## src/rtl/chinpo_pkg.sv

```systemverilog
// rtl/chinpo_pkg.sv - shared state, opcode and datapath-select encodings for the CHINPO control unit
package chinpo_pkg;

    typedef enum logic [4:0] {
        ST_RESET     = 5'd0,
        ST_FETCH     = 5'd1,
        ST_DECODE    = 5'd2,
        ST_DR        = 5'd3,
        ST_IMM       = 5'd4,
        ST_MEMADDR   = 5'd5,
        ST_BEQ       = 5'd6,
        ST_J         = 5'd7,
        ST_JR        = 5'd8,
        ST_DR_WRITE  = 5'd9,
        ST_SW_WRITE  = 5'd10,
        ST_LW_READ   = 5'd11,
        ST_LW_WRITE  = 5'd12,
        ST_JAL       = 5'd13,
        ST_INTERRUPT = 5'd14,
        ST_FAULT     = 5'd15
    } state_t;

    localparam logic [3:0] OP_JR      = 4'd3;
    localparam logic [3:0] OP_IMM_4   = 4'd4;
    localparam logic [3:0] OP_J       = 4'd8;
    localparam logic [3:0] OP_IMM_9   = 4'd9;
    localparam logic [3:0] OP_IMM_10  = 4'd10;
    localparam logic [3:0] OP_JAL     = 4'd11;
    localparam logic [3:0] OP_BEQ     = 4'd12;
    localparam logic [3:0] OP_IMM_13  = 4'd13;
    localparam logic [3:0] OP_LW      = 4'd14;
    localparam logic [3:0] OP_SW      = 4'd15;

    localparam logic [1:0] ALUOP_FUNC = 2'd2;
    localparam logic [1:0] ALUOP_PASS = 2'd3;

    localparam logic [1:0] PCIN_JUMP  = 2'd1;
    localparam logic [1:0] PCIN_VEC   = 2'd3;

    localparam logic [1:0] MADDR_ALU  = 2'd1;
    localparam logic [1:0] MADDR_VEC  = 2'd3;

    localparam logic [2:0] SRCB_IMM   = 3'd1;
    localparam logic [2:0] SRCB_OFFS  = 3'd3;
    localparam logic [2:0] SRCB_FOUR  = 3'd4;

    // Memory states are the only ones that stall on MemReady.
    function automatic logic is_mem_state(input state_t s);
        return (s == ST_FETCH) || (s == ST_SW_WRITE) ||
               (s == ST_LW_READ) || (s == ST_INTERRUPT);
    endfunction

endpackage

```

## src/rtl/chinpo_irq_prio.sv

```systemverilog
// rtl/chinpo_irq_prio.sv - lowest-index-first interrupt priority encoder
module chinpo_irq_prio #(
    parameter int NUM_IRQ = 4,
    parameter int VEC_W   = 2
) (
    input  logic [NUM_IRQ-1:0] req,
    output logic               valid,
    output logic [VEC_W-1:0]   index,
    output logic [NUM_IRQ-1:0] onehot
);

    always_comb begin
        valid  = |req;
        index  = '0;
        onehot = '0;
        // Scan downward so the lowest set bit is the last one written.
        for (int i = NUM_IRQ - 1; i >= 0; i--) begin
            if (req[i]) begin
                index     = VEC_W'(i);
                onehot    = '0;
                onehot[i] = 1'b1;
            end
        end
    end

endmodule

```

## src/rtl/chinpo_control_mc.sv

```systemverilog
// rtl/chinpo_control_mc.sv - multicycle CHINPO controller with wait states and prioritised interrupts
// Optional memory-timeout fault enabled by defining CHINPO_CTRL_MEM_TIMEOUT_EN.
module chinpo_control_mc
    import chinpo_pkg::*;
#(
    parameter int OPCODE_W     = 4,
    parameter int NUM_IRQ      = 4,
    parameter int MEM_WAIT_MAX = 15,
    localparam int VEC_W       = (NUM_IRQ > 1) ? $clog2(NUM_IRQ) : 1
) (
    input  logic                CLK,
    input  logic                Reset,
    input  logic [OPCODE_W-1:0] Opcode,
    input  logic                Branch,
    input  logic [3:0]          IR,
    input  logic [NUM_IRQ-1:0]  IrqReq,
    input  logic                MemReady,
    output logic                PCWrite,
    output logic                IRWrite,
    output logic                RegWrite,
    output logic                MemRead,
    output logic                MemWrite,
    output logic                MemData,
    output logic                ALUSrcA,
    output logic                WriteDataSrc,
    output logic                CLRA,
    output logic                CLRB,
    output logic                MVA,
    output logic                MVB,
    output logic [2:0]          ALUSrcB,
    output logic [1:0]          ALUOp,
    output logic [1:0]          MemAddr,
    output logic [1:0]          PcIn,
    output logic [NUM_IRQ-1:0]  IrqAck,
    output logic [VEC_W-1:0]    IrqVector,
    output logic                MemFault,
    output logic [4:0]          CurrentState
);

    state_t               state_q, state_d, state_n;
    logic                 ie_q;
    logic [NUM_IRQ-1:0]   irq_onehot_q;
    logic                 irq_valid;
    logic [VEC_W-1:0]     irq_index;
    logic [NUM_IRQ-1:0]   irq_onehot;
    logic                 at_boundary, enter_irq, irq_taken, set_ie;
    logic                 op_legal;
    logic [3:0]           op4;

    chinpo_irq_prio #(
        .NUM_IRQ (NUM_IRQ),
        .VEC_W   (VEC_W)
    ) u_irq_prio (
        .req    (IrqReq),
        .valid  (irq_valid),
        .index  (irq_index),
        .onehot (irq_onehot)
    );

    // Opcodes wider than the 4-bit ISA decode as NOP.
    assign op_legal     = (Opcode >> 4) == '0;
    assign op4          = Opcode[3:0];
    assign CurrentState = state_q;

    always_comb begin
        state_d      = state_q;
        at_boundary  = 1'b0;
        enter_irq    = 1'b0;
        irq_taken    = 1'b0;
        set_ie       = 1'b0;
        PCWrite      = 1'b0;
        IRWrite      = 1'b0;
        RegWrite     = 1'b0;
        MemRead      = 1'b0;
        MemWrite     = 1'b0;
        MemData      = 1'b0;
        ALUSrcA      = 1'b0;
        WriteDataSrc = 1'b0;
        CLRA         = 1'b0;
        CLRB         = 1'b0;
        MVA          = 1'b0;
        MVB          = 1'b0;
        ALUSrcB      = 3'd0;
        ALUOp        = 2'd0;
        MemAddr      = 2'd0;
        PcIn         = 2'd0;
        IrqAck       = '0;

        case (state_q)
            ST_RESET: state_d = ST_FETCH;
            ST_FETCH: begin
                MemRead = 1'b1;
                ALUSrcB = SRCB_FOUR;
                if (MemReady) begin
                    IRWrite = 1'b1;
                    PCWrite = 1'b1;
                    state_d = ST_DECODE;
                end
            end
            ST_DECODE: begin
                ALUSrcB = SRCB_OFFS;
                if (!op_legal) begin
                    at_boundary = 1'b1;
                end else begin
                    case (op4)
                        OP_JR:                                    state_d = ST_JR;
                        OP_IMM_4, OP_IMM_9, OP_IMM_10, OP_IMM_13: state_d = ST_IMM;
                        OP_J, OP_JAL:                             state_d = ST_J;
                        OP_LW, OP_SW:                             state_d = ST_MEMADDR;
                        OP_BEQ: begin
                            if (Branch) state_d = ST_BEQ;
                            else        at_boundary = 1'b1;
                        end
                        default:                                  state_d = ST_DR;
                    endcase
                end
            end
            ST_DR: begin
                ALUOp   = ALUOP_FUNC;
                ALUSrcA = 1'b1;
                {MVA, MVB, CLRA, CLRB} = IR;
                state_d = ST_DR_WRITE;
            end
            ST_IMM: begin
                ALUOp   = ALUOP_FUNC;
                ALUSrcA = 1'b1;
                ALUSrcB = SRCB_IMM;
                state_d = ST_DR_WRITE;
            end
            ST_MEMADDR: begin
                ALUSrcA = 1'b1;
                ALUSrcB = SRCB_OFFS;
                state_d = (op_legal && op4 == OP_SW) ? ST_SW_WRITE : ST_LW_READ;
            end
            ST_SW_WRITE: begin
                MemAddr  = MADDR_ALU;
                MemWrite = 1'b1;
                if (MemReady) at_boundary = 1'b1;
            end
            ST_LW_READ: begin
                MemAddr = MADDR_ALU;
                MemRead = 1'b1;
                if (MemReady) state_d = ST_LW_WRITE;
            end
            ST_LW_WRITE: begin
                RegWrite     = 1'b1;
                WriteDataSrc = 1'b1;
                at_boundary  = 1'b1;
            end
            ST_DR_WRITE, ST_JAL: begin
                RegWrite    = 1'b1;
                at_boundary = 1'b1;
            end
            ST_J: begin
                PCWrite = 1'b1;
                ALUOp   = ALUOP_PASS;
                PcIn    = PCIN_JUMP;
                // The J leg of a JR is the return-from-interrupt point.
                set_ie  = op_legal && (op4 == OP_JR);
                if (op_legal && op4 == OP_JAL) state_d = ST_JAL;
                else                           at_boundary = 1'b1;
            end
            ST_JR: begin
                ALUSrcA = 1'b1;
                ALUOp   = ALUOP_PASS;
                {MVA, MVB, CLRA, CLRB} = IR;
                state_d = ST_J;
            end
            ST_BEQ: begin
                PCWrite     = 1'b1;
                at_boundary = 1'b1;
            end
            ST_INTERRUPT: begin
                MemWrite = 1'b1;
                MemAddr  = MADDR_VEC;
                MemData  = 1'b1;
                PcIn     = PCIN_VEC;
                if (MemReady) begin
                    PCWrite   = 1'b1;
                    IrqAck    = irq_onehot_q;
                    irq_taken = 1'b1;
                    state_d   = ST_FETCH;
                end
            end
            ST_FAULT: state_d = ST_FAULT;
            default:  state_d = ST_RESET;
        endcase

        enter_irq = at_boundary && ie_q && irq_valid;
        if (at_boundary) state_d = enter_irq ? ST_INTERRUPT : ST_FETCH;
    end

    always_ff @(posedge CLK) begin
        if (Reset) begin
            state_q      <= ST_RESET;
            ie_q         <= 1'b1;
            IrqVector    <= '0;
            irq_onehot_q <= '0;
        end else begin
            state_q <= state_n;
            if (enter_irq) begin
                IrqVector    <= irq_index;
                irq_onehot_q <= irq_onehot;
            end
            if (irq_taken)   ie_q <= 1'b0;
            else if (set_ie) ie_q <= 1'b1;
        end
    end

`ifdef CHINPO_CTRL_MEM_TIMEOUT_EN
    localparam int WAIT_W = (MEM_WAIT_MAX > 0) ? $clog2(MEM_WAIT_MAX + 1) : 1;

    logic [WAIT_W-1:0] wait_cnt_q;
    logic              mem_stall, fault_trip, mem_fault_q;

    assign mem_stall  = is_mem_state(state_q) && !MemReady;
    assign fault_trip = mem_stall && (wait_cnt_q == WAIT_W'(MEM_WAIT_MAX));
    assign state_n    = fault_trip ? ST_FAULT : state_d;
    assign MemFault   = mem_fault_q;

    always_ff @(posedge CLK) begin
        if (Reset) begin
            wait_cnt_q  <= '0;
            mem_fault_q <= 1'b0;
        end else begin
            wait_cnt_q <= (mem_stall && !fault_trip) ? wait_cnt_q + 1'b1 : '0;
            if (fault_trip) mem_fault_q <= 1'b1;
        end
    end
`else
    logic unused_wait_max;

    assign state_n         = state_d;
    assign MemFault        = 1'b0;
    assign unused_wait_max = (MEM_WAIT_MAX != 0) && is_mem_state(state_q);
`endif

endmodule

```

## config.mk

```make
export PLATFORM = sky130hd
export DESIGN_NAME = chinpo_control_mc
export DESIGN_NICKNAME = d
export VERILOG_FILES = /design/src/rtl/chinpo_pkg.sv /design/src/rtl/chinpo_irq_prio.sv /design/src/rtl/chinpo_control_mc.sv
export SDC_FILE = /design/constraint.sdc
export NUM_CORES = 1
export LEC_CHECK = 0
export ABC_CLOCK_PERIOD_IN_PS = 2200
export BUFFER_PORTS_ARGS = -buffer_cell sky130_fd_sc_hd__buf_2
export CAP_MARGIN = 10
export CORE_ASPECT_RATIO = 0.5
export CORE_MARGIN = 5
export CORE_UTILIZATION = 30
export DETAILED_ROUTE_END_ITERATION = 8
export SYNTH_ARGS = -nofsm -noshare
export SYNTH_HDL_FRONTEND = slang
export SYNTH_SLANG_ARGS = --single-unit
```

## constraint.sdc

```tcl
create_clock -name CLK -period 2.2 [get_ports CLK]
set_clock_uncertainty 0.15 [all_clocks]
set_input_delay 0.44 -clock CLK [delete_from_list [all_inputs] [get_ports CLK]]
set_output_delay 0.44 -clock CLK [all_outputs]
set_load 0.01 [all_outputs]
```

==> impl_metrics.py <==
metrics = {
    "detailed_routing": {
        "vias": 1259,
        "drt_first_pass_iters": 4,
        "drt_iter0_markers": 71,
        "ant_nets": 0,
        "viasPerCell": 4.937,
        "route.detailed.drc": 0,
        "wl_per_cell_um": 12.69,
        "drt-total-wl_mm": 3.235,
    },
    "logic_synthesis": {
        "async_flop_share": 0,
        "netlist_area_um2": 1166,
        "seq_area_frac_synth": 0.1888,
        "yosys_warnings": 0,
        "synth_top_area_frac": 0.1888,
        "yosysTopAreaCell": "dfxtp_1",
        "synth_area_per_cell_um2": 7.334,
        "ys_ff_latch": 11,
        "syn_inst": 159,
        "yosysUniqueCellTypes": 53,
        "synth_edf_count": 0,
        "ys_top_cells_by_area": "dfxtp_1 19%, a21oi_1 6.4%, and2_1 5.9%",
        "synth_flop_cell": "dfxtp_1",
    },
    "timing": {
        "setup-violations-final": 0,
        "rsz0062_at_grt": "false",
        "clock.fmax_ghz": 0.4787,
        "finalHoldViolations": 0,
        "fin_crit_sh": 0.9495,
        "maxSlewViolCount": 0,
        "finalSetupTns_ns": 0,
        "setup_slack_ns": 0.1112,
        "holdWs_ns": 0.3049,
        "min_period_ns": 2.089,
    },
    "global_routing": {
        "grt_max_degree": 18,
        "grt_pass1_vias": 1123,
        "grt_pass1_wl_mm": 5.285,
        "grt_usage": 0.1230,
        "grt.overflow.total": 0,
        "grt_antenna_before_repair": 0,
    },
    "layout": {
        "drive_gt1_frac": 0.3980,
        "nets": 218,
        "final_util": 0.3897,
        "multi_input_area_um2": 854.6,
        "fillCellCount": 409,
        "seq_area_um2": 225.2,
        "diodes": 0,
        "areaGrowthSynthToFinish_pct": 27.79,
    },
    "floorplan": {
        "core_area_um2": 3824,
        "die_area_um2": 5310,
        "start_util": 0.3050,
        "die_y_um": 54.09,
        "dieWidth_um": 98.17,
        "std_cell_rows": 16,
        "io_pins": 49,
    },
    "power_and_ir_drop": {
        "power_mw": 1.698,
        "p_leak_nw": 0.6808,
        "cellPowerDensity_nw_per_um2": 1140,
        "ir_drop_uv": 271.9,
    },
    "min_path": {
        "hold_class": "in2reg",
        "min_delay_path_depth": 3,
    },
    "place": {
        "post-place-ws_ns": 0.09284,
        "gp_congestion": 0.8211,
        "hpwlAfterDp_mm": 2.606,
        "portBuffers": 46,
    },
    "clock_tree": {
        "cts_tree": "done",
        "path_clk_slew_ns": 0.05,
        "clock-sinks": 11,
        "clock_insertion_delay_worst_skew_ns": 0.24,
        "cts_max_level": 1,
        "cts-buffers-inserted": 3,
        "post_cts_buffers": 0,
        "root_buffer": "clkbuf_8",
        "clk_path_buf_depth": 2,
    },
    "setup_path": {
        "path_max_fanout": 13,
        "r2r_cells": 6,
        "endpoint_kind": "primary output",
        "cp-start-kind": "flip-flop",
        "setup.worst_path.class": "reg2out",
        "arrival_ns": 1.50,
        "worst_ep_required_time_ns": 1.61,
    },
    "job": {
        "maxCapViolCount": 0,
    },
    "status": {
        "status": "completed",
    },
}
## Yosys cell counts (2+ instances only)
| cell | instances |
|---|---|
| o21bai_1 | 2 |
| a21oi_1 | 15 |
| nor2b_1 | 5 |
| and3_1 | 3 |
| dfxtp_1 | 11 |
| nand2_1 | 9 |
| a31oi_1 | 2 |
| nor2_1 | 13 |
| nand4_1 | 2 |
| o22ai_1 | 2 |
| nor3_1 | 2 |
| o21ai_0 | 8 |
| nand3_1 | 3 |
| clkbuf_1 | 2 |
| buf_4 | 6 |
| buf_2 | 8 |
| a211oi_1 | 2 |
| and2_1 | 11 |
| or2_2 | 5 |
| mux2i_1 | 4 |
| a221oi_1 | 2 |
| inv_1 | 2 |
| nand2b_1 | 8 |
| nor3b_1 | 3 |
## sequential cells by signal, summed over array words and instances (netlist names)
signal	count
IrqVector	2
ie_q	1
irq_onehot_q	4
CurrentState	4
## cell families after synthesis
group / count (synthesis) / share of synthesized area
buffers and inverters: 19 / 0.08906
other: 1 / 0.003216
muxes: 5 / 0.04399
and+or+nand+nor: 81 / 0.4303
DFF: 11 / 0.1888
xor gates and xnor gates: 2 / 0.01502
AOI/OAI and AO/OA: 40 / 0.2296
## layout make-up
| class | count | share of cell area |
|---|---|---|
| Multi-Input combinational cell | 130 | 0.5735 |
| Timing Repair Buffer | 54 | 0.1948 |
| Sequential cell | 11 | 0.1511 |
| Tap cell | 54 | 0.04534 |
| Clock buffer | 4 | 0.03023 |
| Inverter | 2 | 0.005038 |
## power by group
group / switching, mW / internal [mW]
Clock: 0.0766 / 0.127
Sequential: 0.113 / 0.256
Combinational: 0.606 / 0.519
Total: 0.796 / 0.903
## routing by layer
layer	routed length (um)	track usage	part of all wire
met1	1598	0.1678	0.49
met2	1425	0.2005	0.44
met3	197	0.03234	0.061
met4	14	0.02041	0.0043
met5	0	0	0
## repair_timing
action,CTS,global route
setup endpoints to repair,11,19
cloned,0,0
gates resized for setup,4,3
hold endpoints to repair,0,0
hold buffers,0,0
## placed cells by master, fill, tap and decap left out, types with 5 or more instances in the layout
master    count
and2_1       11
o21ai_0       8
nor2b_1       5
or2_2         5
nand2_1       9
buf_2        46
nor2_1       11
nand2b_1      8
buf_4         8
dfxtp_1       7
a21oi_1      14
## path summary, 6_finish.rpt
kind,endpoint,slack [ns],from
worst max-delay path,PcIn[0],0.11,CurrentState[1]$_SDFFE_PP0P_
worst min-delay path,irq_onehot_q[1]$_SDFFE_PP0P_,0.30,IrqReq[1]
worst max register to register,IrqVector[1]$_SDFFE_PP0P_,0.14,CurrentState[0]$_SDFFE_PP0P_
worst min register to register,irq_onehot_q[1]$_SDFFE_PP0P_,0.32,irq_onehot_q[1]$_SDFFE_PP0P_
## worst max-delay path, cell delays in order (launching register included)
cell and delay, ns:
dfxtp_2 0.38, nor2b_2 0.21, and3_1 0.22, or2_2 0.31, buf_2 0.14
## stage by stage
step / instance area (um2) / instances
after floorplan: 1170 / 160
after global placement: 1431 / 251
after detailed placement: 1431 / 251
after CTS: 1483 / 255
after global routing: 1490 / 255
final: 1490 / 255
No activity file was read; power rests on OpenSTA's default activity.
